`src/rtl/hs_inband_cons_if.sv`:
```
// -----------------------------------------------------------------------------
// hs_inband_cons_if
// Purpose : bundles the two handshakes of the inband command consumer:
//           the single-beat memory read port used to fetch ring entries, and
//           the CmdReq/CmdAck command interface the entries are replayed on.
// Signals :
//   MemRdReq    consumer -> memory   read request, held until MemRdValid
//   MemRdAddr   consumer -> memory   read byte address, stable while MemRdReq
//   MemRdValid  memory -> consumer   MemRdData valid, completes the read
//   MemRdData   memory -> consumer   read data
//   CmdReq      consumer -> responder command request, held until CmdAck
//   CmdAck      responder -> consumer command accepted
//   CmdId       consumer -> responder entry word0[20:16]
//   CmdAddr     consumer -> responder entry word0[3:0]
//   CmdWr       consumer -> responder entry word0[31]
//   Cmd         consumer -> responder entry word1
//   CmdTimeout  consumer -> responder one-cycle pulse, command dropped on timeout
// Modports: master = consumer side, slave = memory/responder side.
// -----------------------------------------------------------------------------
interface hs_inband_cons_if;
  logic        MemRdReq;
  logic [31:0] MemRdAddr;
  logic        MemRdValid;
  logic [31:0] MemRdData;
  logic        CmdReq;
  logic        CmdAck;
  logic [4:0]  CmdId;
  logic [3:0]  CmdAddr;
  logic        CmdWr;
  logic [31:0] Cmd;
  logic        CmdTimeout;

  modport master (
    output MemRdReq, MemRdAddr,
    input  MemRdValid, MemRdData,
    output CmdReq,
    input  CmdAck,
    output CmdId, CmdAddr, CmdWr, Cmd, CmdTimeout
  );

  modport slave (
    input  MemRdReq, MemRdAddr,
    output MemRdValid, MemRdData,
    input  CmdReq,
    output CmdAck,
    input  CmdId, CmdAddr, CmdWr, Cmd, CmdTimeout
  );
endinterface : hs_inband_cons_if

```
`src/rtl/hs_inband_cons.sv`:
```
// -----------------------------------------------------------------------------
// hs_inband_cons
// Purpose : consumer end of the inband command ring. While PhyReady is high
//           and the producer index differs from the consumer index, fetches
//           the 2-dword entry at inband_base + cons*8 through the memory read
//           port, replays it as a CmdReq/CmdAck transaction and then advances
//           the consumer index (modulo C_RING_DEPTH).
// Parameters:
//   C_RING_DEPTH   entries in the ring, power of 2, <= 4096
//   C_ACK_TIMEOUT  ISSUE cycles to wait for CmdAck before dropping the entry
// Ports   :
//   sys_clk            clock
//   sys_rst            synchronous reset, active high
//   PhyReady           link ready; gates the start of a new entry only
//   inband_base        byte address of ring entry 0 (8-byte aligned)
//   inband_prod_index  producer index, sampled only while idle
//   inband_cons_index  consumer index (next entry to consume)
//   bus                hs_inband_cons_if.master: memory read + command ports
// Configuration:
//   HS_INBAND_CONS_TIMEOUT_EN  defined: ack timeout counter, CmdTimeout pulse.
//                              undefined: ISSUE waits forever, CmdTimeout = 0.
// -----------------------------------------------------------------------------
module hs_inband_cons #(
  parameter int unsigned C_RING_DEPTH  = 4096,
  parameter int unsigned C_ACK_TIMEOUT = 1024
) (
  input  logic                    sys_clk,
  input  logic                    sys_rst,
  input  logic                    PhyReady,
  input  logic [31:0]             inband_base,
  input  logic [11:0]             inband_prod_index,
  output logic [11:0]             inband_cons_index,
  hs_inband_cons_if.master        bus
);

  typedef enum logic [2:0] {
    S_IDLE,
    S_RD0,
    S_RD1,
    S_ISSUE,
    S_ADV
  } state_t;

  localparam logic [11:0] C_IDX_MASK = 12'(C_RING_DEPTH - 1);

  state_t      r_state;
  logic [11:0] r_cons_index;
  logic        r_mem_rd_req;
  logic [31:0] r_mem_rd_addr;
  logic        r_cmd_req;
  logic [4:0]  r_cmd_id;
  logic [3:0]  r_cmd_addr;
  logic        r_cmd_wr;
  logic [31:0] r_cmd;

  logic [11:0] w_prod_index;
  logic        w_pending;
  logic [31:0] w_entry_addr;

  // Producer index is reduced to ring range so an out-of-range value cannot
  // make the ring look permanently non-empty.
  assign w_prod_index = inband_prod_index & C_IDX_MASK;
  assign w_pending    = (w_prod_index != r_cons_index);
  // Entry n lives at base + n*8; wraps modulo 2^32.
  assign w_entry_addr = inband_base + {17'd0, r_cons_index, 3'b000};

`ifdef HS_INBAND_CONS_TIMEOUT_EN
  logic [15:0] r_to_cnt;
  logic        r_cmd_timeout;
  logic        w_to_expired;

  assign w_to_expired = (r_to_cnt == 16'(C_ACK_TIMEOUT - 1));
`endif

  // NOTE: reset is synchronous, so it lives inside the clocked branch and
  // takes effect only on the next sys_clk edge.
  // NOTE: every state register uses non-blocking assignment so all updates
  // in this block see the pre-edge values regardless of statement order.
  always_ff @(posedge sys_clk) begin
    if (sys_rst) begin
      r_state       <= S_IDLE;
      r_cons_index  <= '0;
      r_mem_rd_req  <= 1'b0;
      r_mem_rd_addr <= '0;
      r_cmd_req     <= 1'b0;
      r_cmd_id      <= '0;
      r_cmd_addr    <= '0;
      r_cmd_wr      <= 1'b0;
      r_cmd         <= '0;
`ifdef HS_INBAND_CONS_TIMEOUT_EN
      r_to_cnt      <= '0;
      r_cmd_timeout <= 1'b0;
`endif
    end else begin
`ifdef HS_INBAND_CONS_TIMEOUT_EN
      r_cmd_timeout <= 1'b0;
`endif
      unique case (r_state)
        S_IDLE: begin
          if (PhyReady && w_pending) begin
            r_mem_rd_req  <= 1'b1;
            r_mem_rd_addr <= w_entry_addr;
            r_state       <= S_RD0;
          end
        end

        S_RD0: begin
          if (bus.MemRdValid) begin
            r_cmd_wr      <= bus.MemRdData[31];
            r_cmd_id      <= bus.MemRdData[20:16];
            r_cmd_addr    <= bus.MemRdData[3:0];
            // The word0 read completes here and the word1 read starts on the
            // very next cycle, so the request simply stays high with the new
            // address rather than dipping for one cycle.
            r_mem_rd_addr <= r_mem_rd_addr + 32'd4;
            r_state       <= S_RD1;
          end
        end

        S_RD1: begin
          if (bus.MemRdValid) begin
            r_cmd        <= bus.MemRdData;
            r_mem_rd_req <= 1'b0;
            r_cmd_req    <= 1'b1;
`ifdef HS_INBAND_CONS_TIMEOUT_EN
            r_to_cnt     <= '0;
`endif
            r_state      <= S_ISSUE;
          end
        end

        S_ISSUE: begin
          if (bus.CmdAck) begin
            r_cmd_req <= 1'b0;
            r_state   <= S_ADV;
          end
`ifdef HS_INBAND_CONS_TIMEOUT_EN
          // Ack on the expiry cycle takes the branch above: no pulse.
          else if (w_to_expired) begin
            r_cmd_req     <= 1'b0;
            r_cmd_timeout <= 1'b1;
            r_state       <= S_ADV;
          end else begin
            r_to_cnt <= r_to_cnt + 16'd1;
          end
`endif
        end

        S_ADV: begin
          r_cons_index <= (r_cons_index + 12'd1) & C_IDX_MASK;
          r_state      <= S_IDLE;
        end

        default: r_state <= S_IDLE;
      endcase
    end
  end

  assign inband_cons_index = r_cons_index;
  assign bus.MemRdReq      = r_mem_rd_req;
  assign bus.MemRdAddr     = r_mem_rd_addr;
  assign bus.CmdReq        = r_cmd_req;
  assign bus.CmdId         = r_cmd_id;
  assign bus.CmdAddr       = r_cmd_addr;
  assign bus.CmdWr         = r_cmd_wr;
  assign bus.Cmd           = r_cmd;
`ifdef HS_INBAND_CONS_TIMEOUT_EN
  assign bus.CmdTimeout    = r_cmd_timeout;
`else
  assign bus.CmdTimeout    = 1'b0;
`endif

endmodule : hs_inband_cons

```
`src/flat_wrapper.sv`:
```
// flat-port wrapper written by rule: the top's interface ports become plain ports
module hs_inband_cons_flat 
#(
  parameter int unsigned C_RING_DEPTH  = 4096,
  parameter int unsigned C_ACK_TIMEOUT = 1024
)
  (sys_clk, sys_rst, PhyReady, inband_base, inband_prod_index, inband_cons_index, bus_MemRdReq, bus_MemRdAddr, bus_MemRdValid, bus_MemRdData, bus_CmdReq, bus_CmdAck, bus_CmdId, bus_CmdAddr, bus_CmdWr, bus_Cmd, bus_CmdTimeout);
  hs_inband_cons_if bus_i ();
  input  logic sys_clk;
  input  logic sys_rst;
  input  logic PhyReady;
  input  logic [31:0] inband_base;
  input  logic [11:0] inband_prod_index;
  output logic [11:0] inband_cons_index;
  output wire logic [$bits(bus_i.MemRdReq)-1:0] bus_MemRdReq;
  output wire logic [$bits(bus_i.MemRdAddr)-1:0] bus_MemRdAddr;
  input wire logic [$bits(bus_i.MemRdValid)-1:0] bus_MemRdValid;
  input wire logic [$bits(bus_i.MemRdData)-1:0] bus_MemRdData;
  output wire logic [$bits(bus_i.CmdReq)-1:0] bus_CmdReq;
  input wire logic [$bits(bus_i.CmdAck)-1:0] bus_CmdAck;
  output wire logic [$bits(bus_i.CmdId)-1:0] bus_CmdId;
  output wire logic [$bits(bus_i.CmdAddr)-1:0] bus_CmdAddr;
  output wire logic [$bits(bus_i.CmdWr)-1:0] bus_CmdWr;
  output wire logic [$bits(bus_i.Cmd)-1:0] bus_Cmd;
  output wire logic [$bits(bus_i.CmdTimeout)-1:0] bus_CmdTimeout;
  assign bus_MemRdReq = bus_i.MemRdReq;
  assign bus_MemRdAddr = bus_i.MemRdAddr;
  assign bus_i.MemRdValid = bus_MemRdValid;
  assign bus_i.MemRdData = bus_MemRdData;
  assign bus_CmdReq = bus_i.CmdReq;
  assign bus_i.CmdAck = bus_CmdAck;
  assign bus_CmdId = bus_i.CmdId;
  assign bus_CmdAddr = bus_i.CmdAddr;
  assign bus_CmdWr = bus_i.CmdWr;
  assign bus_Cmd = bus_i.Cmd;
  assign bus_CmdTimeout = bus_i.CmdTimeout;
  hs_inband_cons #(.C_RING_DEPTH(C_RING_DEPTH), .C_ACK_TIMEOUT(C_ACK_TIMEOUT)) u_core (.sys_clk(sys_clk), .sys_rst(sys_rst), .PhyReady(PhyReady), .inband_base(inband_base), .inband_prod_index(inband_prod_index), .inband_cons_index(inband_cons_index), .bus(bus_i));
endmodule
```
`config.mk`:
```
export PLATFORM = sky130hd
export DESIGN_NAME = hs_inband_cons_flat
export DESIGN_NICKNAME = d
export VERILOG_FILES = /design/src/rtl/hs_inband_cons_if.sv /design/src/rtl/hs_inband_cons.sv /design/src/flat_wrapper.sv
export SDC_FILE = /design/constraint.sdc
export NUM_CORES = 1
export LEC_CHECK = 0
export CAP_MARGIN = 15
export CORE_ASPECT_RATIO = 1.2
export CORE_UTILIZATION = 40
export DETAILED_ROUTE_END_ITERATION = 6
export GPL_TIMING_DRIVEN = 0
export PLACE_DENSITY_LB_ADDON = 0.05
export RECOVER_POWER = 50
export SLEW_MARGIN = 20
export SYNTH_ARGS = -nofsm -noshare
export SYNTH_HDL_FRONTEND = slang
export SYNTH_SLANG_ARGS = --single-unit
```
`constraint.sdc`:
```
create_clock -name sys_clk -period 2.7 [get_ports sys_clk]
set_clock_uncertainty 0.15 [all_clocks]
set_input_delay 0.675 -clock sys_clk [delete_from_list [all_inputs] [get_ports sys_clk]]
set_output_delay 0.675 -clock sys_clk [all_outputs]
set_load 0.02 [all_outputs]
```
==> results_dict.tcl <==
set metrics [dict create \
    hpwlAfterDp_um 12800 \
    die_x_um 107 \
    cts.clk_slew.worst_paths_ns 0.07 \
    final_nets 946 \
    path_max_fanout 3 \
    worst_r2r_path_depth 9 \
    timing_hold_violations_final 0 \
    maxClockFrequency_mhz 375 \
    r2r-end "u_core.bus.MemRdAddr[13]" \
    crit_path_start_kind "input port" \
    post-route-min-period_ns 2.67 \
    hold_path.startpoint "u_core.bus.CmdAddr[1]" \
    first_global_vias 5445 \
    critical_path_start_end_classification "in2reg" \
    synth_fp_nets 755 \
    synth_area_per_cell_um2 8.08 \
    max_cap_viol_count 0 \
    floorplan.io_pins 170 \
    yosysSeqAreaShare 0.342 \
    drive_gt1_frac 0.111 \
    synth-edff-count 0 \
    syn_inst 659 \
    timing.slew.headroom 0.499 \
    grt_first_pass_wirelength_um 26800 \
    floorplan.rows 45 \
    top_library_cells_by_usage_in_the_layout_fill_and_taps_aside "sky130_fd_sc_hd__nand2_1, sky130_fd_sc_hd__dfxtp_1, sky130_fd_sc_hd__clkdlybuf4s50_1" \
    timing.critical_path.to_type "flip-flop" \
    netlist-cell-type-count 72 \
    detail-route-antenna-nets 0 \
    ys_ff_latch 91 \
    initial_utilization 0.415 \
    detail_route.iter0.violations 361 \
    cts_made_buffers 9 \
    hold-worst-slack_ns 0.301 \
    area.growth.synth_to_final_pct 47.3 \
    n_antenna_cell 0 \
    drt-total-wl_um 17400 \
    min_delay_worst_endpoint "u_core.bus.CmdAddr[1]" \
    cts_tree "built" \
    synth.yosys.warnings 0 \
    rr_startpoint "u_core.inband_cons_index[0]" \
    maximum_number_of_pins_on_one_net_before_global_route_repair 17 \
    outcome "complete, no violations" \
    fillers 1192 \
    worst_ep_required_time_ns 2.82 \
    worst_hold_path.num_cells 2 \
    postCtsHoldBufs 0 \
    routabilityCongestion 0.912 \
    synth-async-reset-ratio 0 \
    clockBufferDepth 2 \
    avgViaCountPerCell 5.54 \
    placeableCoreArea_um2 12800 \
    dieArea_um2 13800 \
    synth.cell_area_um2 5320 \
    dr.pass1.iters 5 \
    crit_arrival_ns 2.79 \
    total_congestion_overflow 0 \
    cts_htree_levels 3 \
    ys.flop_type "sky130_fd_sc_hd__dfxtp_1" \
    final_max_slew_viol_count 0 \
    place.port_buffers 168 \
    remaining_drc_errors 0 \
    worst_pin_slew_ns 0.752 \
    clkSinkCount 91 \
    power-per-cell-area_nw_per_um2 480 \
    die_h_um 128 \
    setup_viol 0 \
    mostFrequentLayoutCell "sky130_fd_sc_hd__nand2_1" \
    leakagePower_nw 3.03 \
    antenna_found_initial 0 \
    regToRegSetupSlack_ns 0.11 \
    total_global_route_track_usage 0.250 \
    tns_ns 0 \
    clk-insertion-delay-late_ns 0.35 \
    average_detailed_routed_wire_length_per_instance_um 17.1 \
    vdd.ir_drop.worst_uv 265 \
    fin_crit_sh 0.988 \
    worstHoldPathType "reg2reg" \
    clk_root_buffer_cell "sky130_fd_sc_hd__clkbuf_16" \
    route.vias.total 5648 \
]
==> critical path: stages <==
cell and delay (ns):
sky130_fd_sc_hd__clkdlybuf4s15_1 0.17, sky130_fd_sc_hd__ha_2 0.20, sky130_fd_sc_hd__fa_2 0.35, sky130_fd_sc_hd__a21o_1 0.21, sky130_fd_sc_hd__buf_4 0.14, sky130_fd_sc_hd__a31o_2 0.25, sky130_fd_sc_hd__nand4_1 0.15, sky130_fd_sc_hd__a21oi_1 0.09
sky130_fd_sc_hd__or3b_1 0.37, sky130_fd_sc_hd__a211oi_2 0.18
==> cell type report <==
cell class | count | area, um2 | share of cell area
Timing Repair Buffer | 182 | 1810 | 0.231
Multi-Input combinational cell | 523 | 3420 | 0.436
Buffer | 39 | 233 | 0.0297
Inverter | 4 | 15.0 | 0.00192
Tap cell | 164 | 205 | 0.0262
Sequential cell | 91 | 1820 | 0.232
Clock buffer | 10 | 239 | 0.0305
Clock inverter | 6 | 93.8 | 0.0120
==> cells in the mapped netlist (all sizes together) (7+ instances only) <==
| cell type | number | area share |
|---|---|---|
| nor3 | 19 | 0.019 |
| nand3 | 21 | 0.025 |
| mux2i | 7 | 0.013 |
| buf | 17 | 0.024 |
| and3 | 19 | 0.022 |
| dfxtp | 91 | 0.34 |
| clkbuf | 24 | 0.021 |
| nand2 | 128 | 0.090 |
| xor2 | 8 | 0.013 |
| xnor2 | 38 | 0.063 |
| o21ai | 19 | 0.019 |
| a21o | 8 | 0.011 |
| a211oi | 19 | 0.028 |
| a21oi | 76 | 0.071 |
| a31oi | 11 | 0.013 |
| o22ai | 10 | 0.012 |
| nand4 | 17 | 0.023 |
| ha | 14 | 0.033 |
| nor2 | 38 | 0.027 |
==> sequential cells by signal (all words and copies together), names as in the netlist <==
signal and count:
u_core.bus.MemRdReq 1, u_core.inband_cons_index 12, u_core.bus.CmdId 5, u_core.r_state 3, u_core.bus.MemRdAddr 32, u_core.bus.CmdAddr 4
u_core.bus.Cmd 32, u_core.bus.CmdWr 1, u_core.bus.CmdReq 1
==> metal layers <==
| layer | part of all wire | global-route usage |
|---|---|---|
| met3 | 0.064 | 0.0537 |
| met1 | 0.40 | 0.279 |
| met4 | 0.026 | 0.107 |
| met5 | 0 | 0 |
| met2 | 0.51 | 0.456 |
==> how the worst max path moves through the flow <==
stage | startpoint | end | cells after the start
detailed placement | inband_base[7] | u_core.bus.MemRdAddr[18] | 9
CTS | inband_base[11] | u_core.bus.MemRdAddr[28] | 10
global placement | inband_base[3] | u_core.bus.MemRdAddr[17] | 9
global route | inband_base[3] | u_core.bus.MemRdAddr[11] | 9
floorplan | inband_base[3] | u_core.bus.MemRdAddr[11] | 8
finish | inband_base[3] | u_core.bus.MemRdAddr[13] | 10
==> cells by family (layout without fill, tap and decap cells) <==
kind of cell,count (synthesis),count (layout),synth area share
buffers and inverters,45,241,0.0482
DFF,91,91,0.342
muxes,7,7,0.0132
and+or+nand+nor,276,276,0.269
adders and majority gates,15,15,0.0367
other,1,1,0.000705
xor gates and xnor gates,46,46,0.0757
AOI/OAI and AO/OA,178,178,0.214
==> stage by stage <==
step	util	instance area (um2)	setup WS [ns]	cells	power (mW)
after global placement	0.562	7210	-0.611	991	2.36
after CTS	0.596	7660	-0.00500	1014	3.79
after global routing	0.611	7840	-0.0296	1019	3.91
after floorplan	-	5320	0.0199	659	1.97
final	0.611	7840	0.0316	1019	3.77
after detailed placement	0.562	7210	-0.684	991	2.38
==> repair_timing <==
item	4_1_cts	5_1_grt
pin swaps	11	14
endpoints found under the setup margin	23	34
resized for setup	14	30
buffers inserted	8	6
==> power breakdown <==
group / leakage [nW] / switching (mW) / total (mW) / internal (mW)
Clock: 0.160 / 0.567 / 1.41 / 0.845
Sequential: 0.741 / 0.0922 / 1.51 / 1.42
Combinational: 2.13 / 0.446 / 0.842 / 0.396
Total: 3.03 / 1.11 / 3.77 / 2.66
(Power assumes the default switching activity.)
